[src/rtl/shift_ctrl.sv]
// Shifter sequencing controller: decodes a shift request into the amount/data select,
// memory read, load/shift command and register write strobe over a short FSM.
module shift_ctrl #(
    parameter int unsigned MEM_WAIT = 2
) (
    input  logic       clk,
    input  logic       reset,
    input  logic       start,
    input  logic [2:0] funct,
    input  logic       flush,
    output logic [1:0] Shift_Amt,
    output logic       Shift_Src,
    output logic [2:0] Shift_Ctrl,
    output logic       Mem_Read,
    output logic       Reg_Write_Shift,
    output logic       busy,
    output logic       done,
    output logic       error
);

    localparam int unsigned CNT_W   = 4;
    localparam int unsigned FUNCT_W = 3;
    localparam int unsigned AMT_W   = 2;
    localparam int unsigned CTRL_W  = 3;

    localparam logic [FUNCT_W-1:0] F_SLL  = 3'b000;
    localparam logic [FUNCT_W-1:0] F_SRL  = 3'b001;
    localparam logic [FUNCT_W-1:0] F_SRA  = 3'b010;
    localparam logic [FUNCT_W-1:0] F_SLLV = 3'b011;
    localparam logic [FUNCT_W-1:0] F_SRLV = 3'b100;
    localparam logic [FUNCT_W-1:0] F_SRAV = 3'b101;
    localparam logic [FUNCT_W-1:0] F_SLLM = 3'b110;
    localparam logic [FUNCT_W-1:0] F_RSVD = 3'b111;

    localparam logic [AMT_W-1:0] AMT_REGB = 2'b00;
    localparam logic [AMT_W-1:0] AMT_IMM  = 2'b01;
    localparam logic [AMT_W-1:0] AMT_MEM  = 2'b10;

    localparam logic [CTRL_W-1:0] C_HOLD = 3'b000;
    localparam logic [CTRL_W-1:0] C_LOAD = 3'b001;
    localparam logic [CTRL_W-1:0] C_SLL  = 3'b010;
    localparam logic [CTRL_W-1:0] C_SRL  = 3'b011;
    localparam logic [CTRL_W-1:0] C_SRA  = 3'b100;

    typedef enum logic [2:0] {
        IDLE  = 3'd0,
        MEMRD = 3'd1,
        LOAD  = 3'd2,
        SHIFT = 3'd3,
        WRITE = 3'd4,
        ERR   = 3'd5
    } state_t;

    state_t             state_q, state_d;
    logic [FUNCT_W-1:0] funct_q, funct_d;
    logic [CNT_W-1:0]   cnt_q, cnt_d;

    logic [AMT_W-1:0]  shift_amt_q, shift_amt_d;
    logic              shift_src_q, shift_src_d;
    logic [CTRL_W-1:0] shift_ctrl_q, shift_ctrl_d;
    logic              mem_read_q, mem_read_d;
    logic              reg_write_q, reg_write_d;
    logic              busy_q, busy_d;
    logic              done_q, done_d;
    logic              error_q, error_d;

    always_ff @(posedge clk or negedge reset) begin
        if (!reset) begin
            state_q      <= IDLE;
            funct_q      <= F_SLL;
            cnt_q        <= '0;
            shift_amt_q  <= AMT_REGB;
            shift_src_q  <= 1'b1;
            shift_ctrl_q <= C_HOLD;
            mem_read_q   <= 1'b0;
            reg_write_q  <= 1'b0;
            busy_q       <= 1'b0;
            done_q       <= 1'b0;
            error_q      <= 1'b0;
        end else begin
            state_q      <= state_d;
            funct_q      <= funct_d;
            cnt_q        <= cnt_d;
            shift_amt_q  <= shift_amt_d;
            shift_src_q  <= shift_src_d;
            shift_ctrl_q <= shift_ctrl_d;
            mem_read_q   <= mem_read_d;
            reg_write_q  <= reg_write_d;
            busy_q       <= busy_d;
            done_q       <= done_d;
            error_q      <= error_d;
        end
    end

    // Next state; flush beats every other transition, and a flushed start in IDLE is dropped.
    always_comb begin
        state_d = state_q;
        funct_d = funct_q;
        cnt_d   = cnt_q;
        if (flush && (state_q != IDLE)) begin
            state_d = IDLE;
            cnt_d   = '0;
        end else begin
            unique case (state_q)
                IDLE: begin
                    if (start && !flush) begin
                        funct_d = funct;
                        if (funct == F_RSVD) begin
                            state_d = ERR;
                        end else if (funct == F_SLLM) begin
                            state_d = MEMRD;
                            cnt_d   = CNT_W'(MEM_WAIT - 1);
                        end else begin
                            state_d = LOAD;
                        end
                    end
                end
                MEMRD: begin
                    if (cnt_q == '0) begin
                        state_d = LOAD;
                    end else begin
                        cnt_d = cnt_q - CNT_W'(1);
                    end
                end
                LOAD:    state_d = SHIFT;
                SHIFT:   state_d = WRITE;
                WRITE:   state_d = IDLE;
                ERR:     state_d = IDLE;
                default: state_d = IDLE;
            endcase
        end
    end

    // Outputs are registered from the next state/funct, so they track the state register exactly.
    always_comb begin
        shift_amt_d  = AMT_REGB;
        shift_src_d  = 1'b1;
        shift_ctrl_d = C_HOLD;
        mem_read_d   = 1'b0;
        reg_write_d  = 1'b0;
        busy_d       = (state_d != IDLE);
        done_d       = 1'b0;
        error_d      = 1'b0;

        if ((state_d != IDLE) && (state_d != ERR)) begin
            unique case (funct_d)
                F_SLL, F_SRL, F_SRA: shift_amt_d = AMT_IMM;
                F_SLLM:              shift_amt_d = AMT_MEM;
                default:             shift_amt_d = AMT_REGB;
            endcase
            shift_src_d = !((funct_d == F_SLLV) || (funct_d == F_SRLV) || (funct_d == F_SRAV));
        end

        unique case (state_d)
            MEMRD: mem_read_d   = 1'b1;
            LOAD:  shift_ctrl_d = C_LOAD;
            SHIFT: begin
                unique case (funct_d)
                    F_SLL, F_SLLV, F_SLLM: shift_ctrl_d = C_SLL;
                    F_SRL, F_SRLV:         shift_ctrl_d = C_SRL;
                    default:               shift_ctrl_d = C_SRA;
                endcase
            end
            WRITE: begin
                reg_write_d = 1'b1;
                done_d      = 1'b1;
            end
            ERR:     error_d = 1'b1;
            default: ;
        endcase
    end

    assign Shift_Amt       = shift_amt_q;
    assign Shift_Src       = shift_src_q;
    assign Shift_Ctrl      = shift_ctrl_q;
    assign Mem_Read        = mem_read_q;
    assign Reg_Write_Shift = reg_write_q;
    assign busy            = busy_q;
    assign done            = done_q;
    assign error           = error_q;

endmodule
[config.mk]
export PLATFORM = sky130hd
export DESIGN_NAME = shift_ctrl
export DESIGN_NICKNAME = d
export VERILOG_FILES = /design/src/rtl/shift_ctrl.sv
export SDC_FILE = /design/constraint.sdc
export NUM_CORES = 1
export LEC_CHECK = 0
export CORE_MARGIN = 1
export CORE_UTILIZATION = 45
export DETAILED_ROUTE_END_ITERATION = 6
export HOLD_SLACK_MARGIN = 0.02
export PLACE_DENSITY = 0.71
export SYNTH_ARGS = -nofsm -noshare
export SYNTH_HDL_FRONTEND = slang
export SYNTH_SLANG_ARGS = --single-unit
[constraint.sdc]
create_clock -name clk -period 2.4 [get_ports clk]
set_clock_uncertainty 0.2 [all_clocks]
set_input_delay 0.36 -clock clk [delete_from_list [all_inputs] [get_ports clk]]
set_output_delay 0.36 -clock clk [all_outputs]
set_load 0.02 [all_outputs]
# After elaboration in Yosys (flattened, before gate mapping)
# Cells that the tools add are included.
totals:
  ff_bits: 20
classes:
  n_reduce_logical: 17
  n_addsub: 1
  muxes: 23
  n_eq_ne: 21
op_table:
  columns: ["cell", "count"]
  rows:
  - ["3-bit equality test, second input constant", 7]
  - ["3-bit 2-to-1 mux", 7]
  - ["4-bit 2-to-1 mux", 5]
  - ["3-bit by 2-bit equality test with 1-bit output, second input constant", 6]
  - ["3-bit != test, second input constant", 5]
  - ["3-bit case mux with 2 select lines", 2]
  - ["3-bit case mux with 4 select lines", 1]
  - ["3-bit by 1-bit equality test with 1-bit output, second input constant", 3]
  - ["3-bit nonzero test", 3]
  - ["4-bit case mux with 2 select lines", 1]
  - ["3-bit logical NOT", 2]
  - ["3-bit OR reduction", 2]
  - ["5-bit AND reduction", 1]
  - ["4-bit logical NOT", 1]
  - ["1-bit 2-to-1 mux", 4]
  - ["2-bit 2-to-1 mux", 2]
  - ["2-bit case mux with 2 select lines", 1]
  - ["4-bit by 1-bit subtractor with 4-bit output, second input constant", 1]
  - ["1-bit logical AND", 3]
  - ["1-bit logical NOT", 2]
  - ["1-bit logical OR", 2]
  - ["2-bit OR reduction", 1]

# Depth between registers and ports, before layout
# Gate-level depths: netlist (run 1).
depth:
  word_depth: 10
  mapped_depth: 6

# Least setup slack after synthesis (run 1)
# OpenSTA, ideal clock, no wires.
synth_timing:
  path_kind: "register to register"
  startpoint: "reg cnt_q[0]"
  endpoint: "reg mem_read_q, in the netlist Mem_Read"
  arrival_ns: 1.597
  required_time_ns: 2.080
  path_stages_with_launch: 7
  setup_time_ns: 0.120
  path_slack_ns: 0.483
  path_cell_list: "dfrtp_1 inv_1 ha_1 or3b_2 nor3_1 a221oi_2 and3b_1"
synth_via:
  elab_chain_len: 6
synth_rtl:
  columns: ["item", "line_no", "source"]
  rows:
  - ["start: declaration", "56", "logic [CNT_W-1:0] cnt_q, cnt_d;"]
  - ["start signal: assignment", "83", "cnt_q <= cnt_d;"]
  - ["4-bit logical NOT", "119", "if (cnt_q == '0) begin"]
  - ["3-bit 2-to-1 mux", "119", null]
  - ["3-bit case mux with 4 select lines", "104", "unique case (state_q)"]
  - ["3-bit 2-to-1 mux", "100", "if (flush && (state_q != IDLE)) begin"]
  - ["3-bit by 1-bit equality test with 1-bit output", "154", "unique case (state_d)"]
  - ["1-bit 2-to-1 mux", "154", null]
  - ["named net mem_read_d", "61", "logic mem_read_q, mem_read_d;"]
  - ["end signal: assignment", "87", "mem_read_q <= mem_read_d;"]
  - ["end: declaration", "61", null]
# The timed path passes the listed nets, and every way through them passes these cells.
# A chain may end at the register's enable or synchronous reset.

# Worst setup path in the final report (run 1)
layout_timing:
  startpoint: "reg cnt_q[0]"
  endpoint: "reg cnt_q[1]"
layout_via:
  elab_chain_len: 4
  word_cells_on_any_way: 7
  cone_classes: "1 x add/sub; 1 x eq/ne; 3 x mux; 2 x reduce/logical"
layout_rtl:
  columns: ["item", "line_no", "source"]
  rows:
  - ["4-bit by 1-bit subtractor with 4-bit output", "122", "cnt_d = cnt_q - CNT_W'(1);"]
  - ["4-bit 2-to-1 mux", "119", null]
  - ["4-bit case mux with 2 select lines", "104", null]
  - ["4-bit 2-to-1 mux", "100", null]
# Several ways; a longest one is shown, not always the timed one. The select of a mux whose other input is x is not followed.

==> results.py, run 1 <==
metrics = {
    "cts": {
        "worst_setup_hold_path_clk_slew_ns": 0.11,
        "cts.repair.resized": 0,
        "clk_latency_ns": 0.31,
        "hold_fix_buffers_cts": 0,
        "cts_setup_buffers": 0,
        "clk_path_buf_depth": 2,
        "tritoncts": "yes",
        "cts.sink_count": 20,
        "root_buffer": "clkbuf_4",
        "cts_buffers": 3,
        "number_of_h_tree_levels": 1,
    },
    "power": {
        "sequentialPowerShare_pct": 43.9,
        "pwr-share-clk_pct": 14.4,
        "share_of_total_power_in_combinational_logic_pct": 41.8,
        "total_switching_power_w": 0.0004290,
        "switching_fraction_pct": 37.68,
        "worst_ir_drop_vdd_uv": 408.6,
        "p_int_w": 0.0007095,
        "p_per_area_nw_per_um2": 857.6,
        "power_leakage_nw": 0.6060,
    },
    "cells_and_area": {
        "area_growth_syn_to_layout_pct": 22.66,
        "final_core_util_pct": 59.44,
        "drive_above_1_share_pct": 14.84,
        "finish.net_count": 138,
        "antennaDiodeCount": 0,
        "n_fill_cell": 184,
    },
    "synth": {
        "post_synthesis_mean_instance_area_sq_um": 10.21,
        "postSynth.asyncResetShare_pct": 100.0,
        "yosysUniqueCellTypes": 40,
        "post_synth_instance_area_sq_um": 1082,
        "number_of_instances_in_the_synthesized_netlist": 106,
        "synth-seq-cells": 20,
        "synthesis.nets": 115,
        "synth.largest_area_cell": "dfrtp_1",
        "synth.most_common_cell": "dfrtp_1",
        "synth-warning-count": 0,
        "ys.flop_type": "dfrtp_1",
        "synth_enable_flop_cells": 0,
        "synth.top_cells.by_area": "dfrtp_1 44%, mux2_2 4.2%, nor2_1 3.8%, mux2i_1 3.7%, nor3b_1 2.8%",
        "share_of_the_synthesized_area_in_the_top_cell_type_pct": 43.93,
        "netlist_top_cells_count": "19 x dfrtp_1, 11 x nor2_1, 7 x nand2_1, 6 x inv_1, 5 x a21oi_1",
        "ys_seq_area_share_pct": 46.36,
    },
    "sta": {
        "hold_violations": 0,
        "setup-violations-final": 0,
        "timing.fmax_ghz": 0.4521,
        "post-route-min-period_ns": 2.212,
        "grt_setup_unrepaired": "no",
        "tightestPinTransition_ns": 0.4848,
        "finalMaxSlewViolations": 0,
        "slew-limit-headroom_pct": 67.58,
        "layout_worst_path_cycle_share_pct": 92.17,
        "fin_setup_tns_ns": 0,
    },
    "critical_path": {
        "r2r_setup_slack_ns": 0.19,
        "criticalPathCategory": "reg2reg",
        "timing.critical_path.slowest_stage_cell": "dfrtp_1",
        "worst_setup_path_end_kind": "flop",
        "cp.buffers_inverters": 1,
        "worstReg2RegEnd": "cnt_q[1]$_DFFE_PN0P_",
        "timing.critical_path.slowest_cell_delay_ns": 0.43,
        "worstSetupStartpointType": "flop",
        "rr_worst_depth": 6,
        "critical_path.top_delay_family": "flip-flops",
        "worstReg2RegStart": "cnt_q[0]$_DFFE_PN0P_",
        "critical_path_required_ns": 2.41,
        "worstPathCellList": "inv_1, ha_1, nor3b_1, a21boi_0, o22ai_1, mux2_2",
        "worst-path-max-fanout": 4,
        "timing.critical_path.arrival_ns": 2.22,
    },
    "hold_path": {
        "hold_path_class": "in2async",
    },
    "routing": {
        "drcViolationCount": 0,
        "number_of_nets_with_antenna_violations_after_detailed_routing": 0,
        "first_pass_iters": 4,
        "wirelength_um": 2289,
        "initialDrtViolationCount": 30,
        "vias": 910,
        "vias_per_cell": 5.833,
        "detail_route.wl_per_cell_um": 14.67,
    },
    "grt": {
        "antenna_found_initial": 0,
        "first_global_vias": 858,
        "grt_overflow_total": 0,
        "grt_max_degree": 14,
        "gr-usage-all-layers_pct": 20.31,
        "wire_length_of_the_first_global_routing_pass_um": 3836,
    },
    "placed_design": {
        "numPortBuffers": 17,
        "place_hpwl_um": 1730,
        "finalWeightedCongestion": 0.8436,
    },
    "floorplanning": {
        "starting_density_pct": 48.46,
        "boundaryPins": 18,
        "die_area_sq_um": 2605,
        "placeableCoreArea_sq_um": 2233,
        "dieHeight_um": 51.04,
        "fp.dieW_um": 51.04,
        "rows": 17,
    },
    "outcome": {
        "outcome": "complete, no violations",
    },
    "job": {
        "drv.max_cap_violation_count": 0,
    },
}
==> cells by family (layout without fill, tap and decap cells) <==
group	count (synthesis)	in the layout	synth area share (%)
fa+ha+maj	2	2	2.312
flops	20	20	46.36
xor+xnor	2	2	1.619
compound gates	19	19	13.29
buf+inv	11	33	4.971
simple gates	44	44	23.59
mux	8	8	7.861
==> cell type report <==
cell class / count / area, sq um / area share, %
clock buffers: 4 / 26.28 / 1.979
inverters: 6 / 22.52 / 1.697
multi-input cells: 75 / 526.8 / 39.68
flip-flops and latches: 20 / 501.7 / 37.79
well taps: 28 / 35.03 / 2.639
repair buffers: 23 / 215.2 / 16.21
==> flip-flops by register name, indices dropped and copies added, names as in the netlist <==
| signal | flops |
|---|---|
| cnt_q | 4 |
| state_q | 3 |
| Shift_Amt | 2 |
| done | 1 |
| funct_q | 3 |
| Shift_Src | 1 |
| busy | 1 |
| Mem_Read | 1 |
| error | 1 |
| Shift_Ctrl | 3 |
==> how the worst max path moves through the flow <==
stage	cells past startpoint	from	slack (ns)	to
6_report	6	cnt_q[0]$_DFFE_PN0P_	0.19	cnt_q[1]$_DFFE_PN0P_
5_1_grt	6	cnt_q[0]$_DFFE_PN0P_	0.07	cnt_q[1]$_DFFE_PN0P_
4_1_cts	6	cnt_q[0]$_DFFE_PN0P_	0.21	cnt_q[1]$_DFFE_PN0P_
3_3_place_gp	5	flush	0.13	Mem_Read$_DFF_PN0_
2_1_floorplan	6	cnt_q[0]$_DFFE_PN0P_	0.48	Mem_Read$_DFF_PN0_
3_5_place_dp	5	flush	0.1	cnt_q[1]$_DFFE_PN0P_
==> per-layer routing <==
metal,vias to the layer above,share of wire (%),track usage (%)
li1,428,-,-
met1,426,43,26.87
met2,51,48,32.46
met3,5,7.6,3.274
met4,0,1.6,9.259
met5,-,0,0
==> cells in the final DEF (no fill, tap or decap), drive strengths merged, types with 3 or more instances in the layout <==
cell,count
buf,6
nor2b,4
dfrtp,19
nor3b,4
a21oi,5
nor2,11
mux2i,4
clkbuf,4
nand2,7
nand3,3
clkdlybuf4s50,17
mux2,4
inv,6
==> metrics by stage <==
step	hold slack (ns)	cells	cell area, sq um	setup WS [ns]	power (W)
2_1_floorplan	-0.1356	106	1082	0.4828	0.0008210
3_3_place_gp	0.3086	152	1301	0.1349	0.0009577
3_5_place_dp	0.3216	152	1301	0.09919	0.0009720
4_1_cts	0.1894	156	1328	0.2137	0.001139
5_1_grt	0.1919	156	1328	0.07009	0.001212
6_report	0.1629	156	1328	0.1880	0.001139
==> power groups by stage <==
stage / combinational, W / clock (W) / sequential (W)
floorplan: 0.000319 / 0 / 0.000502
global placement: 0.000458 / 0 / 0.000500
detailed placement: 0.000470 / 0 / 0.000502
CTS: 0.000473 / 0.000169 / 0.000497
global route: 0.000519 / 0.000179 / 0.000514
finish: 0.000475 / 0.000163 / 0.000500
No activity file was read; power rests on OpenSTA's default activity.
==> run 2, diff against run 1 <==
--- a/config.mk
+++ b/config.mk
@@ -8,6 +8,7 @@
 export CORE_MARGIN = 1
 export CORE_UTILIZATION = 45
 export DETAILED_ROUTE_END_ITERATION = 6
+export GPL_ROUTABILITY_DRIVEN = 0
 export HOLD_SLACK_MARGIN = 0.02
 export PLACE_DENSITY = 0.71
 export SYNTH_ARGS = -nofsm -noshare
==> constraint.sdc (replaced) <==
create_clock -name clk -period 2.7 [get_ports clk]
set_clock_uncertainty 0.2 [all_clocks]
set_input_delay 0.405 -clock clk [delete_from_list [all_inputs] [get_ports clk]]
set_output_delay 0.405 -clock clk [all_outputs]
set_load 0.02 [all_outputs]
==> run 2 against run 1 <==
Compared with the run above: sequential share of layout area rose by 0.65 points; global-route usage down 0.47 points; clock-buffer cell count did not move; utilization fell by 1.0 points; die area stayed put; routed wire length fell by 3.6%; sequential power decreased by 12%; largest power group unchanged; highest routed layer unchanged.
==> results.py, run 2 (synthesized netlist as in run 1, its figures left out) <==
metrics = {
    "outcome": {
        "outcome": "complete, no violations",
    },
    "floorplanning": {
        "starting_density_pct": 48.46,
        "boundaryPins": 18,
        "placeableCoreArea_sq_um": 2233,
        "rows": 17,
        "fp.dieW_um": 51.04,
        "dieHeight_um": 51.04,
        "die_area_sq_um": 2605,
    },
    "critical_path": {
        "r2r_setup_slack_ns": 0.42,
        "timing.critical_path.arrival_ns": 2.29,
        "worst-path-max-fanout": 4,
        "rr_worst_depth": 6,
        "criticalPathCategory": "reg2reg",
        "timing.critical_path.slowest_stage_cell": "dfrtp_1",
        "cp-startpoint": "cnt_q[0]$_DFFE_PN0P_",
        "worst_setup_path_end_kind": "flop",
        "worstReg2RegEnd": "cnt_q[1]$_DFFE_PN0P_",
        "worstReg2RegStart": "cnt_q[0]$_DFFE_PN0P_",
        "worstPathCellList": "inv_1, ha_1, nor3b_1, a21boi_0, o22ai_1, mux2_2",
        "timing.critical_path.slowest_cell_delay_ns": 0.43,
        "worstSetupStartpointType": "flop",
        "critical_path_required_ns": 2.71,
    },
    "cts": {
        "cts_setup_buffers": 0,
        "tritoncts": "yes",
        "clk_path_buf_depth": 2,
        "worst_setup_hold_path_clk_slew_ns": 0.12,
        "root_buffer": "clkbuf_4",
        "number_of_h_tree_levels": 1,
        "clk_latency_ns": 0.31,
        "cts.repair.resized": 0,
        "hold_fix_buffers_cts": 0,
        "cts_buffers": 3,
        "cts.sink_count": 20,
    },
    "routing": {
        "detail_route.wl_per_cell_um": 14.42,
        "number_of_nets_with_antenna_violations_after_detailed_routing": 0,
        "wirelength_um": 2206,
        "vias_per_cell": 5.739,
        "first_pass_iters": 4,
        "initialDrtViolationCount": 43,
        "drcViolationCount": 0,
        "vias": 878,
    },
    "grt": {
        "antenna_found_initial": 0,
        "gr-usage-all-layers_pct": 19.83,
        "grt_max_degree": 21,
        "first_global_vias": 822,
        "grt_overflow_total": 0,
        "wire_length_of_the_first_global_routing_pass_um": 3739,
    },
    "cells_and_area": {
        "area_used_by_multi_input_combinational_logic_sq_um": 526.8,
        "largest_register": "cnt_q",
        "mostFrequentLayoutCells": "19 x dfrtp_1, 17 x clkdlybuf4s50_1, 11 x nor2_1",
        "ff_latch_area_sq_um": 501.7,
        "antennaDiodeCount": 0,
        "area_growth_syn_to_layout_pct": 20.58,
        "n_fill_cell": 198,
        "drive_above_1_share_pct": 12.80,
        "largest_register_ffs": 4,
        "finish.cell_count_without_fillers": 153,
        "mostFrequentLayoutCell": "dfrtp_1",
        "finish.net_count": 135,
        "final_core_util_pct": 58.43,
    },
    "power": {
        "total_power_w": 0.001007,
        "worst_ir_drop_vdd_uv": 460.1,
        "power_leakage_nw": 0.5916,
        "p_per_area_nw_per_um2": 771.8,
    },
    "placed_design": {
        "numPortBuffers": 17,
        "place_hpwl_um": 1546,
        "number_of_cells_after_detailed_placement": 149,
    },
    "sta": {
        "hold_violations": 0,
        "finalMaxSlewViolations": 0,
        "timing.fmax_ghz": 0.4383,
        "slew-limit-headroom_pct": 69.45,
        "layout_worst_path_cycle_share_pct": 84.51,
        "post-route-min-period_ns": 2.282,
        "grt_setup_unrepaired": "no",
        "tightestPinTransition_ns": 0.4573,
        "setup-violations-final": 0,
        "fin_setup_tns_ns": 0,
    },
    "job": {
        "drv.max_cap_violation_count": 0,
    },
    "hold_path": {
        "hold_path_class": "in2async",
    },
}
run 2: stage by stage:
step | instance area (sq um) | worst slack (ns) | hold WS, ns
finish | 1305 | 0.4182 | 0.2195
global route | 1305 | 0.2674 | 0.2282
CTS | 1305 | 0.4346 | 0.2271
detailed placement | 1279 | 0.2769 | 0.3267
global placement | 1279 | 0.3235 | 0.3088
floorplan | 1082 | 0.7828 | -0.09059
run 2: worst max-delay path, delay by kind of cell, from the launching register on:
kind,cells,cell delay (ns)
AND/OR/NAND/NOR,1,0.41
multiplexers,1,0.37
adder cells (fa/ha/maj),1,0.19
buffers and inverters,1,0.12
AO/OA/AOI/OAI,2,0.46
flip-flops,1,0.43
run 2: where the power goes:
group	internal [W]	total (W)	switching, W
combinational	0.000202	0.000418	0.000216
sequential	0.000367	0.000442	0.0000756
clock	0.0000576	0.000147	0.0000895
run 2: layer usage:
metal / track usage [%] / vias up / part of all wire, % / wire (um)
met1: 26.20 / 407 / 46 / 1022
li1: - / 422 / - / -
met5: 0 / - / 0 / 0
met4: 8.333 / 0 / 1.8 / 40
met2: 32.46 / 44 / 45 / 997
met3: 2.679 / 5 / 6.6 / 145
run 2: worst max path at each step:
stage / depth (start not counted) / to / slack, ns
final: 6 / cnt_q[1]$_DFFE_PN0P_ / 0.42
after floorplan: 6 / Mem_Read$_DFF_PN0_ / 0.78
after global placement: 5 / cnt_q[1]$_DFFE_PN0P_ / 0.32
after global routing: 6 / cnt_q[1]$_DFFE_PN0P_ / 0.27
after detailed placement: 5 / cnt_q[1]$_DFFE_PN0P_ / 0.28
after CTS: 6 / cnt_q[1]$_DFFE_PN0P_ / 0.43
run 2: final cells by class:
| type | count | area share (%) |
|---|---|---|
| multi-input cells | 75 | 40.36 |
| flip-flops and latches | 20 | 38.45 |
| repair buffers | 20 | 14.77 |
| well taps | 28 | 2.685 |
| clock buffers | 4 | 2.013 |
| inverters | 6 | 1.726 |
==> run 3, diff against run 2 <==
==> constraint.sdc (replaced) <==
create_clock -name clk -period 2.1 [get_ports clk]
set_clock_uncertainty 0.2 [all_clocks]
set_input_delay 0.315 -clock clk [delete_from_list [all_inputs] [get_ports clk]]
set_output_delay 0.315 -clock clk [all_outputs]
set_load 0.02 [all_outputs]
==> run 3 against run 2 <==
Compared with the run above: cell count up 11%; design area grew 11%; setup slack got worse by 0.33 ns; routed wire length grew 18%; clock power grew 54%; non-clock buffer count up 17; via count grew 13%; global-route usage increased by 2.4 points; clock-buffer cell count is the same; combinational power up 65%; largest cell class unchanged; highest routed layer unchanged.
==> results.py, run 3 (synthesized netlist as in run 1, its figures left out) <==
metrics = {
    "cells_and_area": {
        "finalInstanceArea_sq_um": 1453,
        "largest_register_ffs": 4,
        "mostFrequentLayoutCell": "buf_4",
        "area_growth_syn_to_layout_pct": 34.22,
        "antennaDiodeCount": 0,
        "area_used_by_multi_input_combinational_logic_sq_um": 536.8,
        "ff_latch_area_sq_um": 501.7,
        "mostFrequentLayoutCells": "20 x buf_4, 19 x dfrtp_1, 17 x clkdlybuf4s50_1",
        "finish.cell_count_without_fillers": 170,
        "drive_above_1_share_pct": 25.35,
        "finish.net_count": 152,
        "largest_register": "cnt_q",
        "n_fill_cell": 187,
    },
    "floorplanning": {
        "die_area_sq_um": 2605,
        "placeableCoreArea_sq_um": 2233,
        "rows": 17,
        "boundaryPins": 18,
        "starting_density_pct": 48.46,
        "dieHeight_um": 51.04,
        "fp.dieW_um": 51.04,
    },
    "cts": {
        "cts.sink_count": 20,
        "cts.repair.resized": 0,
        "clk_path_buf_depth": 2,
        "cts_buffers": 3,
        "number_of_h_tree_levels": 1,
        "tritoncts": "yes",
        "clk_latency_ns": 0.31,
        "root_buffer": "clkbuf_4",
        "cts_setup_buffers": 0,
        "worst_setup_hold_path_clk_slew_ns": 0.11,
        "hold_fix_buffers_cts": 0,
    },
    "routing": {
        "vias": 994,
        "number_of_nets_with_antenna_violations_after_detailed_routing": 0,
        "first_pass_iters": 4,
        "initialDrtViolationCount": 22,
        "vias_per_cell": 5.847,
        "wirelength_um": 2607,
        "detail_route.wl_per_cell_um": 15.34,
        "drcViolationCount": 0,
    },
    "sta": {
        "timing.hold.ws_ns": 0.1107,
        "slew-limit-headroom_pct": 69.01,
        "hold_violations": 0,
        "post-route-min-period_ns": 2.014,
        "layout_worst_path_cycle_share_pct": 95.92,
        "setup-violations-final": 0,
        "grt_setup_unrepaired": "no",
        "tightestPinTransition_ns": 0.4634,
        "finalMaxSlewViolations": 0,
        "timing.fmax_ghz": 0.4964,
    },
    "grt": {
        "wire_length_of_the_first_global_routing_pass_um": 4146,
        "antenna_found_initial": 0,
        "gr-usage-all-layers_pct": 22.23,
        "gr-usage-met3_pct": 3.869,
        "grt_busiest_layer": "met2",
        "grtUsageMet2_pct": 36.40,
        "grt_overflow_total": 0,
        "first_global_vias": 919,
        "grt_max_degree": 13,
        "gr-usage-met1_pct": 27.50,
    },
    "placed_design": {
        "numPortBuffers": 17,
        "placement.cell_area_sq_um": 1406,
        "number_of_cells_after_detailed_placement": 166,
        "place_hpwl_um": 1920,
    },
    "critical_path": {
        "worstSetupStartpointType": "flop",
        "timing.critical_path.arrival_ns": 2.01,
        "criticalPathCategory": "reg2reg",
        "worst-path-max-fanout": 3,
        "critical_path_required_ns": 2.10,
        "worst_setup_path_end_kind": "flop",
    },
    "hold_path": {
        "hold_path_class": "in2async",
    },
    "outcome": {
        "outcome": "complete, no violations",
    },
    "power": {
        "p_per_area_nw_per_um2": 1015,
        "worst_ir_drop_vdd_uv": 602.2,
        "power_leakage_nw": 0.6830,
    },
    "job": {
        "drv.max_cap_violation_count": 0,
    },
}
## run 3: cell types whose count changed in the layout (fill, tap and decap cells not counted)
cell,before,now
nor3b_1,4,3
buf_4,3,20
clkbuf_1,1,0
nor3_2,0,1
nor3_1,2,1
clkbuf_8,0,1
nor3b_2,0,1
## run 3: through the flow
stage | setup slack (ns) | total power, W | setup TNS [ns] | utilization (%)
after CTS | 0.06033 | 0.001458 | 0 | 64.59
after global routing | 0.002666 | 0.001558 | 0 | 65.04
after detailed placement | -0.1151 | 0.001224 | -0.4543 | 62.97
after global placement | -0.06318 | 0.001196 | -0.1398 | 62.97
after floorplan | 0.1828 | 0.0009383 | 0 | -
final | 0.08558 | 0.001474 | 0 | 65.04
## run 3: routing by layer
metal | up-vias | share of wire (%)
met5 | - | 0
met1 | 482 | 44
li1 | 457 | -
met4 | 0 | 2.8
met3 | 12 | 5.8
met2 | 43 | 48
## run 3: worst max-delay path, stage by stage (launching register included)
cell and delay, ns:
dfrtp_1 0.39, inv_1 0.10, ha_1 0.19, or3b_2 0.48
buf_4 0.16, nand2_1 0.06, nor3b_1 0.05, a211o_1 0.28
## run 3: power breakdown
part           total, W  internal, W  switching [W]
logic          0.000690     0.000357       0.000333
registers      0.000558     0.000472      0.0000867
clock network  0.000226     0.000106       0.000120
total           0.00147     0.000934       0.000540
## run 3: worst paths after layout
check / start / end / slack (ns) / cells past startpoint
max reg2reg: cnt_q[0]$_DFFE_PN0P_ / cnt_q[2]$_DFFE_PN0P_ / 0.09 / 7
max in group asynchronous: reset / state_q[1]$_DFF_PN0_ / 1.09 / 2
min in group clk: cnt_q[1]$_DFFE_PN0P_ / cnt_q[1]$_DFFE_PN0P_ / 0.34 / 1
min reg2reg: cnt_q[1]$_DFFE_PN0P_ / cnt_q[1]$_DFFE_PN0P_ / 0.34 / 1
max: cnt_q[0]$_DFFE_PN0P_ / cnt_q[2]$_DFFE_PN0P_ / 0.09 / 7
min: reset / busy$_DFF_PN0_ / 0.11 / 1
## run 3: cell type report
class	count	area share (%)
inverters	6	1.550
well taps	28	2.412
flip-flops and latches	20	34.54
repair buffers	37	22.05
multi-input cells	75	36.95
clock buffers	4	2.498
